$ cat src/rtl/ahb_input_stage_hold.sv
// AHB-Lite master-side input stage: holds an ungranted address phase and stalls the master until accepted.
// Optional macro AHB_INPUT_STAGE_ERR_CANCEL_EN enables dropping a held transfer during an ERROR first cycle.
module ahb_input_stage_hold #(
    parameter int unsigned ADDR_WIDTH = 32
) (
    input  logic                  HCLK,
    input  logic                  HRESET,
    input  logic                  HSELS,
    input  logic [ADDR_WIDTH-1:0] HADDRS,
    input  logic [1:0]            HTRANSS,
    input  logic                  HWRITES,
    input  logic [2:0]            HSIZES,
    input  logic [2:0]            HBURSTS,
    input  logic [3:0]            HPROTS,
    input  logic                  HMASTLOCKS,
    input  logic                  HREADYS,
    output logic [ADDR_WIDTH-1:0] HADDRI,
    output logic [1:0]            HTRANSI,
    output logic                  HWRITEI,
    output logic [2:0]            HSIZEI,
    output logic [2:0]            HBURSTI,
    output logic [3:0]            HPROTI,
    output logic                  HMASTLOCKI,
    output logic                  active_trans,
    output logic                  held_tran,
    input  logic                  addr_in_phase,
    input  logic                  data_in_phase,
    input  logic                  HREADYOUTM,
    input  logic                  HRESPM,
    output logic                  HREADYOUTS,
    output logic                  HRESPS
);

    typedef enum logic {
        ST_IDLE = 1'b0,
        ST_HOLD = 1'b1
    } state_t;

    state_t                state_q, state_d;
    logic [ADDR_WIDTH-1:0] haddr_q, haddr_d;
    logic [1:0]            htrans_q, htrans_d;
    logic                  hwrite_q, hwrite_d;
    logic [2:0]            hsize_q, hsize_d;
    logic [2:0]            hburst_q, hburst_d;
    logic [3:0]            hprot_q, hprot_d;
    logic                  hmastlock_q, hmastlock_d;
    logic                  live_valid;

    assign live_valid = HSELS & HTRANSS[1] & HREADYS;

    always_ff @(posedge HCLK) begin
        if (HRESET) begin
            state_q     <= ST_IDLE;
            haddr_q     <= '0;
            htrans_q    <= '0;
            hwrite_q    <= 1'b0;
            hsize_q     <= '0;
            hburst_q    <= '0;
            hprot_q     <= '0;
            hmastlock_q <= 1'b0;
        end else begin
            state_q     <= state_d;
            haddr_q     <= haddr_d;
            htrans_q    <= htrans_d;
            hwrite_q    <= hwrite_d;
            hsize_q     <= hsize_d;
            hburst_q    <= hburst_d;
            hprot_q     <= hprot_d;
            hmastlock_q <= hmastlock_d;
        end
    end

    always_comb begin
        state_d     = state_q;
        haddr_d     = haddr_q;
        htrans_d    = htrans_q;
        hwrite_d    = hwrite_q;
        hsize_d     = hsize_q;
        hburst_d    = hburst_q;
        hprot_d     = hprot_q;
        hmastlock_d = hmastlock_q;
        case (state_q)
            ST_IDLE: begin
                if (live_valid && !addr_in_phase) begin
                    state_d     = ST_HOLD;
                    haddr_d     = HADDRS;
                    htrans_d    = HTRANSS;
                    hwrite_d    = HWRITES;
                    hsize_d     = HSIZES;
                    hburst_d    = HBURSTS;
                    hprot_d     = HPROTS;
                    hmastlock_d = HMASTLOCKS;
                end
            end
            ST_HOLD: begin
                if (addr_in_phase) begin
                    state_d = ST_IDLE;
`ifdef AHB_INPUT_STAGE_ERR_CANCEL_EN
                // Master abandoned the pending transfer in the first ERROR cycle.
                end else if (data_in_phase && HRESPM && !HREADYOUTM && (HTRANSS == 2'b00)) begin
                    state_d = ST_IDLE;
`endif
                end
            end
            default: state_d = ST_IDLE;
        endcase
    end

    always_comb begin
        held_tran = (state_q == ST_HOLD);
        if (held_tran) begin
            HADDRI     = haddr_q;
            HTRANSI    = htrans_q;
            HWRITEI    = hwrite_q;
            HSIZEI     = hsize_q;
            HBURSTI    = hburst_q;
            HPROTI     = hprot_q;
            HMASTLOCKI = hmastlock_q;
        end else begin
            HADDRI     = HADDRS;
            HTRANSI    = HSELS ? HTRANSS : 2'b00;
            HWRITEI    = HWRITES;
            HSIZEI     = HSIZES;
            HBURSTI    = HBURSTS;
            HPROTI     = HPROTS;
            HMASTLOCKI = HMASTLOCKS;
        end
        // BUSY keeps active_trans low so downstream burst counters pause.
        active_trans = held_tran | (HSELS & HTRANSS[1]);
        if (data_in_phase) begin
            HREADYOUTS = HREADYOUTM;
        end else if (held_tran) begin
            HREADYOUTS = 1'b0;
        end else begin
            HREADYOUTS = 1'b1;
        end
        HRESPS = data_in_phase ? HRESPM : 1'b0;
    end

endmodule

$ cat config.mk
export PLATFORM = sky130hd
export DESIGN_NAME = ahb_input_stage_hold
export DESIGN_NICKNAME = d
export VERILOG_FILES = /design/src/rtl/ahb_input_stage_hold.sv
export SDC_FILE = /design/constraint.sdc
export NUM_CORES = 1
export LEC_CHECK = 0
export BUFFER_PORTS_ARGS = -buffer_cell sky130_fd_sc_hd__buf_2
export CORE_MARGIN = 2
export CORE_UTILIZATION = 49
export DETAILED_ROUTE_END_ITERATION = 12
export PLACE_DENSITY = 0.85
export SLEW_MARGIN = 20
export SYNTH_ARGS = -nofsm -noshare
export SYNTH_HDL_FRONTEND = slang
export SYNTH_SLANG_ARGS = --single-unit
export TNS_END_PERCENT = 100
$ cat constraint.sdc
create_clock -name HCLK -period 1.5 [get_ports HCLK]
set_input_delay 0.225 -clock HCLK [delete_from_list [all_inputs] [get_ports HCLK]]
set_output_delay 0.225 -clock HCLK [all_outputs]
set_load 0.05 [all_outputs]
==> metrics.csv, run 1 <==
stage,metric,value,unit
outcome,status,finished with violations,
outcome,violations,setup timing,
cells_and_area,drive_above_1_share,48.9,%
min_path,min_to,held_tran$_SDFF_PP0_,
timing,rsz0062_at_grt,true,
floorplanning,rows,27,
worst_setup_path,crit_type,register to output port,
synth,avgSynthCellArea,10.4,µm²
timing,fin_crit,1.64,ns
synth,syn-instance-count,261,
placement,place_congestion,0.703,
worst_setup_path,rr_worst_depth,6,
synth,syn_nets,315,
timing,finalWorstSetupSlack,-0.140,ns
timing,finalSetupViolCount,90,
global_routing,grt_max_degree,93,
global_routing,antenna_found_initial,0,
drt,wirelength,6550,µm
min_path,hold_class,input pin to register,
synth,seq_area_frac_synth,34.8,%
worst_setup_path,r2r-end,hsize_q[0]$_SDFFE_PP0P_,
worst_setup_path,rrSetupSlack,-0.11,ns
min_path,min_from,addr_in_phase,
drt,drtIter0Drc,92,
global_routing,grt_pass1_wl,9940,µm
floorplanning,start_util,50.0,%
clock_network,worstSkewPairLatency,0.29,ns
clock_network,cts-root-buf,clkbuf_8,
worst_setup_path,required,1.27,ns
timing,timing.fmax,0.610,GHz
drt,ant_nets,0,
worst_setup_path,path_cells,buf_12 > mux2_4 > buf_6,
power,p_comb_share,31.0,%
drt,vias,2219,
placement,portBuffers,103,
drt,wire_per_inst,14.8,µm
power,switching_share,31.1,%
floorplanning,core-area,5410,µm²
power,p_seq_share,43.0,%
drt,drt_first_pass_iters,4,
floorplanning,fp.dieArea,6130,µm²
worst_setup_path,path_max_fanout,13,
floorplanning,io_pins,104,
cells_and_area,layout.nets,425,
clock_network,htreeDepth,2,
clock_network,cts.sink_count,47,
timing,post-route-period-util,109,%
worst_setup_path,timing.rr.start,held_tran$_SDFF_PP0_,
timing,tightestPinTransition,0.278,ns
floorplanning,die_x,78.3,µm
drt,post_drt_via_cell_ratio,5.00,
global_routing,grt.total_usage,20.0,%
global_routing,grt_pass1_vias,2209,
job,drv_cap,0,
synth,synth_area,2710,µm²
timing,finalClockSkew,0.00335,ns
power,internal-power,2.07,mW
power,p_sw,0.933,mW
timing,slew_headroom,81.4,%
worst_setup_path,end_kind,output port,
clock_network,cts_max_path_buffers,2,
power,pwr-share-clk,26.0,%
timing,hold_violations,0,
worst_setup_path,slowest_stage,dfxtp_4,
drt,route.detailed.drc,0,
worst_setup_path,path_delay_family,flip-flops,
cells_and_area,area_growth,50.4,%
placement,place_ws,0.107,ns
global_routing,grt-ovfl-total,0,
synth,yosysWarnings,0,
clock_network,clkSlewWorstSetupHoldPaths,0.08,ns
placement,dp_hpwl,4360,µm
worst_setup_path,critPathMaxStageDelay,0.46,ns
power,peakVddDrop,552,µV
power,power.leakage,1.74,nW
timing,setup-tns-final,-8.37,ns
clock_network,cts_tree,yes,
cells_and_area,n_antenna_cell,0,
worst_setup_path,crit_path_start_kind,register,
synth,ys_seq_elements,47,
timing,report.final.slew_viol_count,0,
min_path,min_path_cells,2,
worst_setup_path,arrival,1.42,ns
synth,ys_types,18,
clock_network,ctsHoldBuffers,0,
floorplanning,fp.dieH,78.3,µm
power,powerDensity,738,nW/µm²
worst_setup_path,critPathBufInv,2,
clock_network,cts_inserted_buffers,5,
logic make-up (layout without fill, tap and decap cells):
logic type | after synthesis | count (layout) | synth area share [%]
AO/OA/AOI/OAI | 5 | 5 | 1.16
buffers and inverters | 21 | 132 | 5.92
flip-flops | 47 | 47 | 34.8
multiplexers | 89 | 89 | 35.0
AND/OR/NAND/NOR | 99 | 99 | 23.2
worst register-to-register path, stage by stage, from the launching register on:
cell and delay [ns]:
dfxtp_4 0.41, buf_4 0.16, buf_4 0.14, nor4b_4 0.28
buf_6 0.21, buf_12 0.14, mux2i_2 0.21
metrics by stage:
stage	std cells	power, mW	cell area [µm²]	hold WS (ns)	utilization (%)
final	444	3.00	4070	0.162	75.3
after CTS	436	3.00	3910	0.146	72.4
after global routing	444	3.12	4070	0.156	75.3
after detailed placement	426	2.11	3520	0.456	65.1
after global placement	426	2.09	3520	0.455	65.1
after floorplan	261	1.91	2890	0.294	-
synthesized netlist by cell type, drive strengths merged:
| master | number | area [µm²] |
|---|---|---|
| nor3 | 1 | 5.00 |
| clkbuf | 11 | 41.3 |
| mux2i | 45 | 450 |
| nand2 | 5 | 21.3 |
| nor4b | 1 | 23.8 |
| o21ba | 1 | 10.0 |
| o21ai | 3 | 15.0 |
| buf | 10 | 119 |
| dfxtp | 47 | 941 |
| or2b | 1 | 7.51 |
| a31oi | 1 | 6.26 |
| nand2b | 90 | 563 |
| mux2 | 44 | 495 |
| and2 | 1 | 6.26 |
flip-flops by register name, indices dropped and copies added, names as in the netlist:
| register | count |
|---|---|
| hmastlock_q | 1 |
| held_tran | 1 |
| hprot_q | 4 |
| htrans_q | 2 |
| hburst_q | 3 |
| hsize_q | 3 |
| haddr_q | 32 |
| hwrite_q | 1 |
power groups by stage:
stage                     logic, mW  clock network [mW]  registers (mW)
final                         0.930               0.782            1.29
after global routing          0.972               0.853            1.29
after CTS                     0.903               0.804            1.29
after detailed placement      0.786                   0            1.32
after global placement        0.771                   0            1.32
after floorplan               0.595                   0            1.32
timing repair:
item	4_1_cts	5_1_grt
resized for setup	93	8
pin swaps	0	1
buffers inserted	2	4
endpoints found under the setup margin	48	89
gates cloned	0	4
routing by layer:
layer | GRT usage (%) | wire length [µm]
met1 | 22.3 | 2630
met2 | 38.4 | 3600
met3 | 4.14 | 264
met4 | 5.09 | 57
met5 | 0 | 0
worst max-delay path by stage:
stage | from | to | depth (start not counted)
after floorplan | held_tran$_SDFF_PP0_ | HADDRI[0] | 3
after CTS | held_tran$_SDFF_PP0_ | HADDRI[28] | 3
final | held_tran$_SDFF_PP0_ | HADDRI[20] | 3
after global routing | held_tran$_SDFF_PP0_ | HADDRI[13] | 3
after detailed placement | held_tran$_SDFF_PP0_ | HADDRI[28] | 3
after global placement | held_tran$_SDFF_PP0_ | HADDRI[28] | 3
layout make-up:
cell class                      count  area [µm²]
Clock buffer                        7        86.3
Tap cell                           72        90.1
Sequential cell                    47         945
Multi-Input combinational cell    193        1790
Clock inverter                      1        5.00
Fill cell                         361        1340
Timing Repair Buffer              124        1150
layout by cell type (no fill, tap or decap):
cell and n:
or2b_1 1, o21ba_1 1, clkbuf_16 4, o21ai_2 2
nor4b_4 1, clkbuf_8 6, nand2_2 1, and2_1 1
nand2_1 4, buf_2 55, nand2b_1 90, buf_6 49
a31oi_1 1, mux2_2 1, buf_4 7, o21ai_4 1
buf_8 1, clkinv_2 1, buf_12 8, mux2i_1 44
clkbuf_1 1, dfxtp_4 1, mux2_4 43, dfxtp_1 46
mux2i_2 1, nor3_1 1
Power figures use the tool's default switching activity.
==> run 2: changes to the inputs <==
- SETUP_SLACK_MARGIN: default -> 0.15
==> run 2 against run 1 <==
The run still ends with setup timing left. Clock power increased by 7.8%. Clock-buffer cell count increased by 1. Cell count decreased by 0.23%. Hold slack got worse by 0.037 ns. First-iteration DRC count decreased by 28%. Critical path type unchanged.
==> metrics.csv, run 2 (synthesized netlist as in run 1, its figures left out) <==
stage,metric,value,unit,change
cells_and_area,nFillCells,379,,+5.0%
floorplanning,core-area,5410,µm²,unchanged
global_routing,grt_pass1_wl,10100,µm,+1.2%
clock_network,cts_tree,yes,,
clock_network,ctsHoldBuffers,0,,unchanged
timing,finalClockSkew,0.00808,ns,+0.00473 ns
clock_network,cts_max_path_buffers,2,,unchanged
power,peakVddDrop,472,µV,-14%
clock_network,worstSkewPairLatency,0.30,ns,about the same
worst_setup_path,crit_type,register to output port,,
timing,fin_crit,1.65,ns,+0.00643 ns
clock_network,htreeDepth,2,,unchanged
floorplanning,rows,27,,unchanged
floorplanning,io_pins,104,,unchanged
placement,place_congestion,0.702,,-0.24%
worst_setup_path,end_kind,output port,,
floorplanning,fp.dieH,78.3,µm,unchanged
timing,hold_violations,0,,unchanged
placement,placed_cells,424,,-0.47%
min_path,hold_class,input pin to register,,
cells_and_area,fin_area,4130,µm²,+1.4%
cells_and_area,largest_reg_flops,32,,unchanged
cells_and_area,layout_commonest_cell,nand2b_1,,
global_routing,antenna_found_initial,0,,unchanged
worst_setup_path,arrival,1.42,ns,about the same
timing,slew_headroom,81.8,%,+0.39 points
cells_and_area,layout_common_cells,"nand2b_1, buf_2, buf_6",,
placement,dpl-instance-area,3480,µm²,-1.0%
outcome,violations,setup timing,,
drt,route.detailed.drc,0,,unchanged
clock_network,clkSlewWorstSetupHoldPaths,0.09,ns,about the same
worst_setup_path,critPathMaxStageDelay,0.45,ns,about the same
clock_network,cts_inserted_buffers,5,,unchanged
timing,timing.fmax,0.607,GHz,-0.39%
worst_setup_path,crit_path_start_kind,register,,
clock_network,cts-root-buf,clkbuf_8,,
outcome,status,finished with violations,,
cells_and_area,stdcell_count,443,,-0.23%
drt,post_drt_via_cell_ratio,4.99,,-0.14%
floorplanning,die_x,78.3,µm,unchanged
worst_setup_path,slowest_stage,dfxtp_4,,
placement,dp_hpwl,4120,µm,-5.6%
power,powerDensity,746,nW/µm²,+1.1%
cells_and_area,drive_above_1_share,49.1,%,+0.13 points
power,power.leakage,1.75,nW,+0.74%
drt,drtIter0Drc,66,,-28%
worst_setup_path,path_max_fanout,15,,+2
worst_setup_path,path_cells,buf_12 > mux2_4 > buf_6,,
timing,report.final.slew_viol_count,0,,unchanged
clock_network,cts.sink_count,47,,unchanged
drt,wirelength,6780,µm,+3.5%
timing,post-route-period-util,110,%,+0.43 points
cells_and_area,area_growth,52.5,%,
drt,vias,2211,,-0.36%
placement,portBuffers,103,,unchanged
job,drv_cap,0,,unchanged
cells_and_area,layout.nets,424,,-0.24%
drt,drt_first_pass_iters,4,,unchanged
worst_setup_path,required,1.27,ns,about the same
timing,setup-tns-final,-5.45,ns,+2.92 ns
cells_and_area,largest_registers,"haddr_q x32, hprot_q x4",,
cells_and_area,largest_register,haddr_q,,
timing,tightestPinTransition,0.273,ns,-0.00582 ns
drt,wire_per_inst,15.3,µm,+3.7%
timing,finalWorstSetupSlack,-0.147,ns,-0.00643 ns
global_routing,grt.total_usage,20.5,%,+0.45 points
timing,rsz0062_at_grt,true,,
timing,finalSetupViolCount,59,,-34%
floorplanning,start_util,50.0,%,unchanged
global_routing,grt-ovfl-total,0,,unchanged
floorplanning,fp.dieArea,6130,µm²,unchanged
global_routing,grt_max_degree,93,,unchanged
global_routing,grt_pass1_vias,2280,,+3.2%
cells_and_area,n_antenna_cell,0,,unchanged
drt,ant_nets,0,,unchanged
==> run 2: repair_timing <==
item | in CTS | in global routing
pin swaps | 0 | 2
setup buffers | 2 | 2
endpoints found under the setup margin | 49 | 95
gates resized for setup | 96 | 18
cloned | 0 | 7
endpoints found under the hold margin | 0 | 0
==> run 2: path summary, 6_finish.rpt <==
check | from | end | slack [ns] | cells past startpoint
worst max register to register | held_tran$_SDFF_PP0_ | hburst_q[2]$_SDFFE_PP0P_ | -0.07 | 5
worst max-delay path | held_tran$_SDFF_PP0_ | HADDRI[0] | -0.15 | 3
worst min register to register | haddr_q[8]$_SDFFE_PP0P_ | haddr_q[8]$_SDFFE_PP0P_ | 0.48 | 2
worst min-delay path | addr_in_phase | held_tran$_SDFF_PP0_ | 0.12 | 2
==> run 2: stage by stage <==
stage               worst slack (ns)  hold slack [ns]  power, mW  utilization, %
finish                        -0.147            0.125       3.08            76.3
global route                  -0.197            0.112       3.20            76.3
CTS                           -0.132            0.131       3.05            72.1
detailed placement            0.0729            0.458       2.10            64.4
global placement              0.0918            0.454       2.09            64.4
floorplan                      0.134            0.294       1.92               -
==> run 2: critical path, delay by kind of cell, from the launching register on <==
| kind | cells | cell delay [ns] |
|---|---|---|
| muxes | 1 | 0.32 |
| buffers and inverters | 2 | 0.35 |
| DFF | 1 | 0.45 |
==> run 2: routing by layer <==
metal | GRT usage (%) | vias to the layer above | wire (µm)
met1 | 22.1 | 1044 | 2680
met2 | 37.7 | 68 | 3590
li1 | - | 1085 | -
met3 | 6.32 | 14 | 352
met5 | 0 | - | 0
met4 | 7.02 | 0 | 150
==> run 2: cell type report <==
class | instances | area [µm²] | share of cell area, %
timing repair buffer | 123 | 1180 | 28.7
clock buffer | 8 | 100 | 2.43
tap | 72 | 90.1 | 2.18
sequential | 47 | 945 | 22.9
multi-input combinational | 193 | 1810 | 43.8
==> run 2: where the power goes <==
group / internal [mW] / switching [mW] / leakage (nW) / total, mW
Combinational: 0.433 / 0.512 / 1.32 / 0.944
Sequential: 1.27 / 0.0174 / 0.381 / 1.29
Clock: 0.421 / 0.422 / 0.0515 / 0.843
Total: 2.13 / 0.951 / 1.75 / 3.08
==> run 3: changes to the inputs <==
- PLACE_DENSITY: 0.85 -> 0.76
==> run 3 against run 2 <==
The run still ends with setup timing left. Register-to-register slack better by 0.07 ns. Largest cell class unchanged. Critical path type unchanged. Non-clock buffer count is 3 lower. Final area is 2.0% lower. Via count is 3.3% lower.
==> metrics.csv, run 3 (synthesized netlist as in run 1, its figures left out) <==
stage,metric,value,unit,change
outcome,status,finished with violations,,
outcome,violations,setup timing,,
clock_network,cts.sink_count,47,,unchanged
drt,post_drt_via_cell_ratio,4.86,,-2.6%
worst_setup_path,critPathBufInv,2,,unchanged
timing,hold_violations,0,,unchanged
job,drv_cap,0,,unchanged
placement,place_congestion,0.682,,-2.7%
placement,dpl-instance-area,3470,µm²,-0.22%
worst_setup_path,arrival,1.40,ns,-0.02 ns
power,power.total,3.04,mW,-1.3%
power,p_sw,0.924,mW,-2.8%
timing,tightestPinTransition,0.268,ns,-0.00500 ns
timing,slew_headroom,82.2,%,+0.41 points
worst_setup_path,required,1.27,ns,about the same
timing,finalSetupViolCount,46,,-22%
cells_and_area,largest_registers,"haddr_q x32, hprot_q x4",,
global_routing,grt-ovfl-total,0,,unchanged
placement,place_ws,0.0593,ns,-0.0136 ns
worst_setup_path,crit_type,register to output port,,
global_routing,antenna_found_initial,0,,unchanged
global_routing,grt_pass1_vias,2217,,-2.8%
global_routing,grt_pass1_wl,9690,µm,-3.6%
global_routing,grt.total_usage,19.6,%,-0.90 points
cells_and_area,fin_util,74.8,%,-1.6 points
floorplanning,rows,27,,unchanged
floorplanning,fp.dieH,78.3,µm,unchanged
worst_setup_path,path_cells,buf_6 > mux2_4 > buf_4,,
clock_network,cts_inserted_buffers,5,,unchanged
power,power.leakage,1.73,nW,-1.3%
cells_and_area,multiInputGateArea,1810,µm²,+0.21%
drt,drtIter0Drc,73,,+11%
timing,report.final.slew_viol_count,0,,unchanged
cells_and_area,area_growth,49.4,%,
power,powerDensity,752,nW/µm²,+0.75%
timing,finalWorstSetupSlack,-0.121,ns,+0.0259 ns
worst_setup_path,path_delay_family,flip-flops,,
floorplanning,start_util,50.0,%,unchanged
floorplanning,die_x,78.3,µm,unchanged
floorplanning,io_pins,104,,unchanged
worst_setup_path,crit_path_start_kind,register,,
clock_network,htreeDepth,2,,unchanged
drt,vias,2139,,-3.3%
cells_and_area,largest_reg_flops,32,,unchanged
timing,post-route-period-util,108,%,-1.7 points
cells_and_area,nFillCells,370,,-2.4%
worst_setup_path,critPathMaxStageDelay,0.44,ns,about the same
worst_setup_path,path_max_fanout,7,,-8
cells_and_area,layout.nets,421,,-0.71%
cells_and_area,fin_area,4040,µm²,-2.0%
drt,route.detailed.drc,0,,unchanged
placement,dp_hpwl,3900,µm,-5.3%
timing,rsz0062_at_grt,true,,
power,switching_share,30.4,%,-0.46 points
cells_and_area,regArea,945,µm²,unchanged
drt,ant_nets,0,,unchanged
power,pwr-share-clk,27.2,%,-0.2 points
cells_and_area,layout_commonest_cell,nand2b_1,,
timing,fin_crit,1.62,ns,-0.0259 ns
floorplanning,fp.dieArea,6130,µm²,unchanged
floorplanning,core-area,5410,µm²,unchanged
cells_and_area,layout_common_cells,"nand2b_1, buf_2, dfxtp_1",,
timing,setup-tns-final,-4.38,ns,+1.07 ns
clock_network,clkSlewWorstSetupHoldPaths,0.08,ns,about the same
cells_and_area,drive_above_1_share,48.9,%,-0.14 points
timing,finalClockSkew,0.00270,ns,-0.00539 ns
min_path,hold_class,input pin to register,,
clock_network,cts-root-buf,clkbuf_8,,
power,p_comb_share,30.3,%,-0.4 points
clock_network,worstSkewPairLatency,0.29,ns,about the same
timing,timing.fmax,0.617,GHz,+1.6%
drt,drt_first_pass_iters,4,,unchanged
drt,wirelength,6290,µm,-7.3%
power,internal-power,2.11,mW,-0.65%
worst_setup_path,end_kind,output port,,
drt,wire_per_inst,14.3,µm,-6.6%
placement,portBuffers,103,,unchanged
clock_network,cts_max_path_buffers,2,,unchanged
power,p_seq_share,42.5,%,+0.6 points
power,peakVddDrop,509,µV,+7.8%
global_routing,grt_max_degree,93,,unchanged
cells_and_area,n_antenna_cell,0,,unchanged
clock_network,cts_tree,yes,,
cells_and_area,largest_register,haddr_q,,
worst_setup_path,slowest_stage,dfxtp_4,,
run 3: cell types whose count changed in the layout (fill, tap and decap cells not counted), sizes merged:
cell,previous run,this run
clkbuf,13,10
run 3: timing repair:
item | CTS | global route
buffers inserted | 4 | 1
cloned | 1 | 3
pin swaps | 1 | 0
resized for setup | 100 | 14
hold buffers | 0 | 0
endpoints found under the setup margin | 50 | 95
run 3: final cells by class:
cell class              instances  area share (%)
multi-input cells             193            44.8
repair buffers                120            27.1
clock buffers                   8            2.48
well taps                      72            2.23
flip-flops and latches         47            23.4
run 3: metal layers:
layer / GRT usage, % / wire, µm
met4: 6.67 / 89
met3: 4.14 / 264
met2: 36.7 / 3330
met5: 0 / 0
met1: 21.8 / 2600
run 3: final timing paths:
path | to | startpoint | slack [ns] | depth (start not counted)
max reg2reg | hprot_q[2]$_SDFFE_PP0P_ | held_tran$_SDFF_PP0_ | 0 | 5
min reg2reg | haddr_q[28]$_SDFFE_PP0P_ | haddr_q[28]$_SDFFE_PP0P_ | 0.47 | 2
min | held_tran$_SDFF_PP0_ | addr_in_phase | 0.15 | 2
max | HADDRI[3] | held_tran$_SDFF_PP0_ | -0.12 | 3
run 3: power groups by stage:
stage / registers [mW] / clock network, mW / logic [mW]
2_1_floorplan: 1.32 / 0 / 0.606
3_3_place_gp: 1.32 / 0 / 0.767
3_5_place_dp: 1.32 / 0 / 0.774
4_1_cts: 1.29 / 0.846 / 0.896
5_1_grt: 1.30 / 0.911 / 0.962
6_report: 1.29 / 0.827 / 0.920
run 3: metrics by stage:
step / std cells / hold slack [ns]
finish: 440 / 0.151
global route: 440 / 0.133
CTS: 436 / 0.142
detailed placement: 423 / 0.451
global placement: 423 / 0.437
floorplan: 261 / 0.294
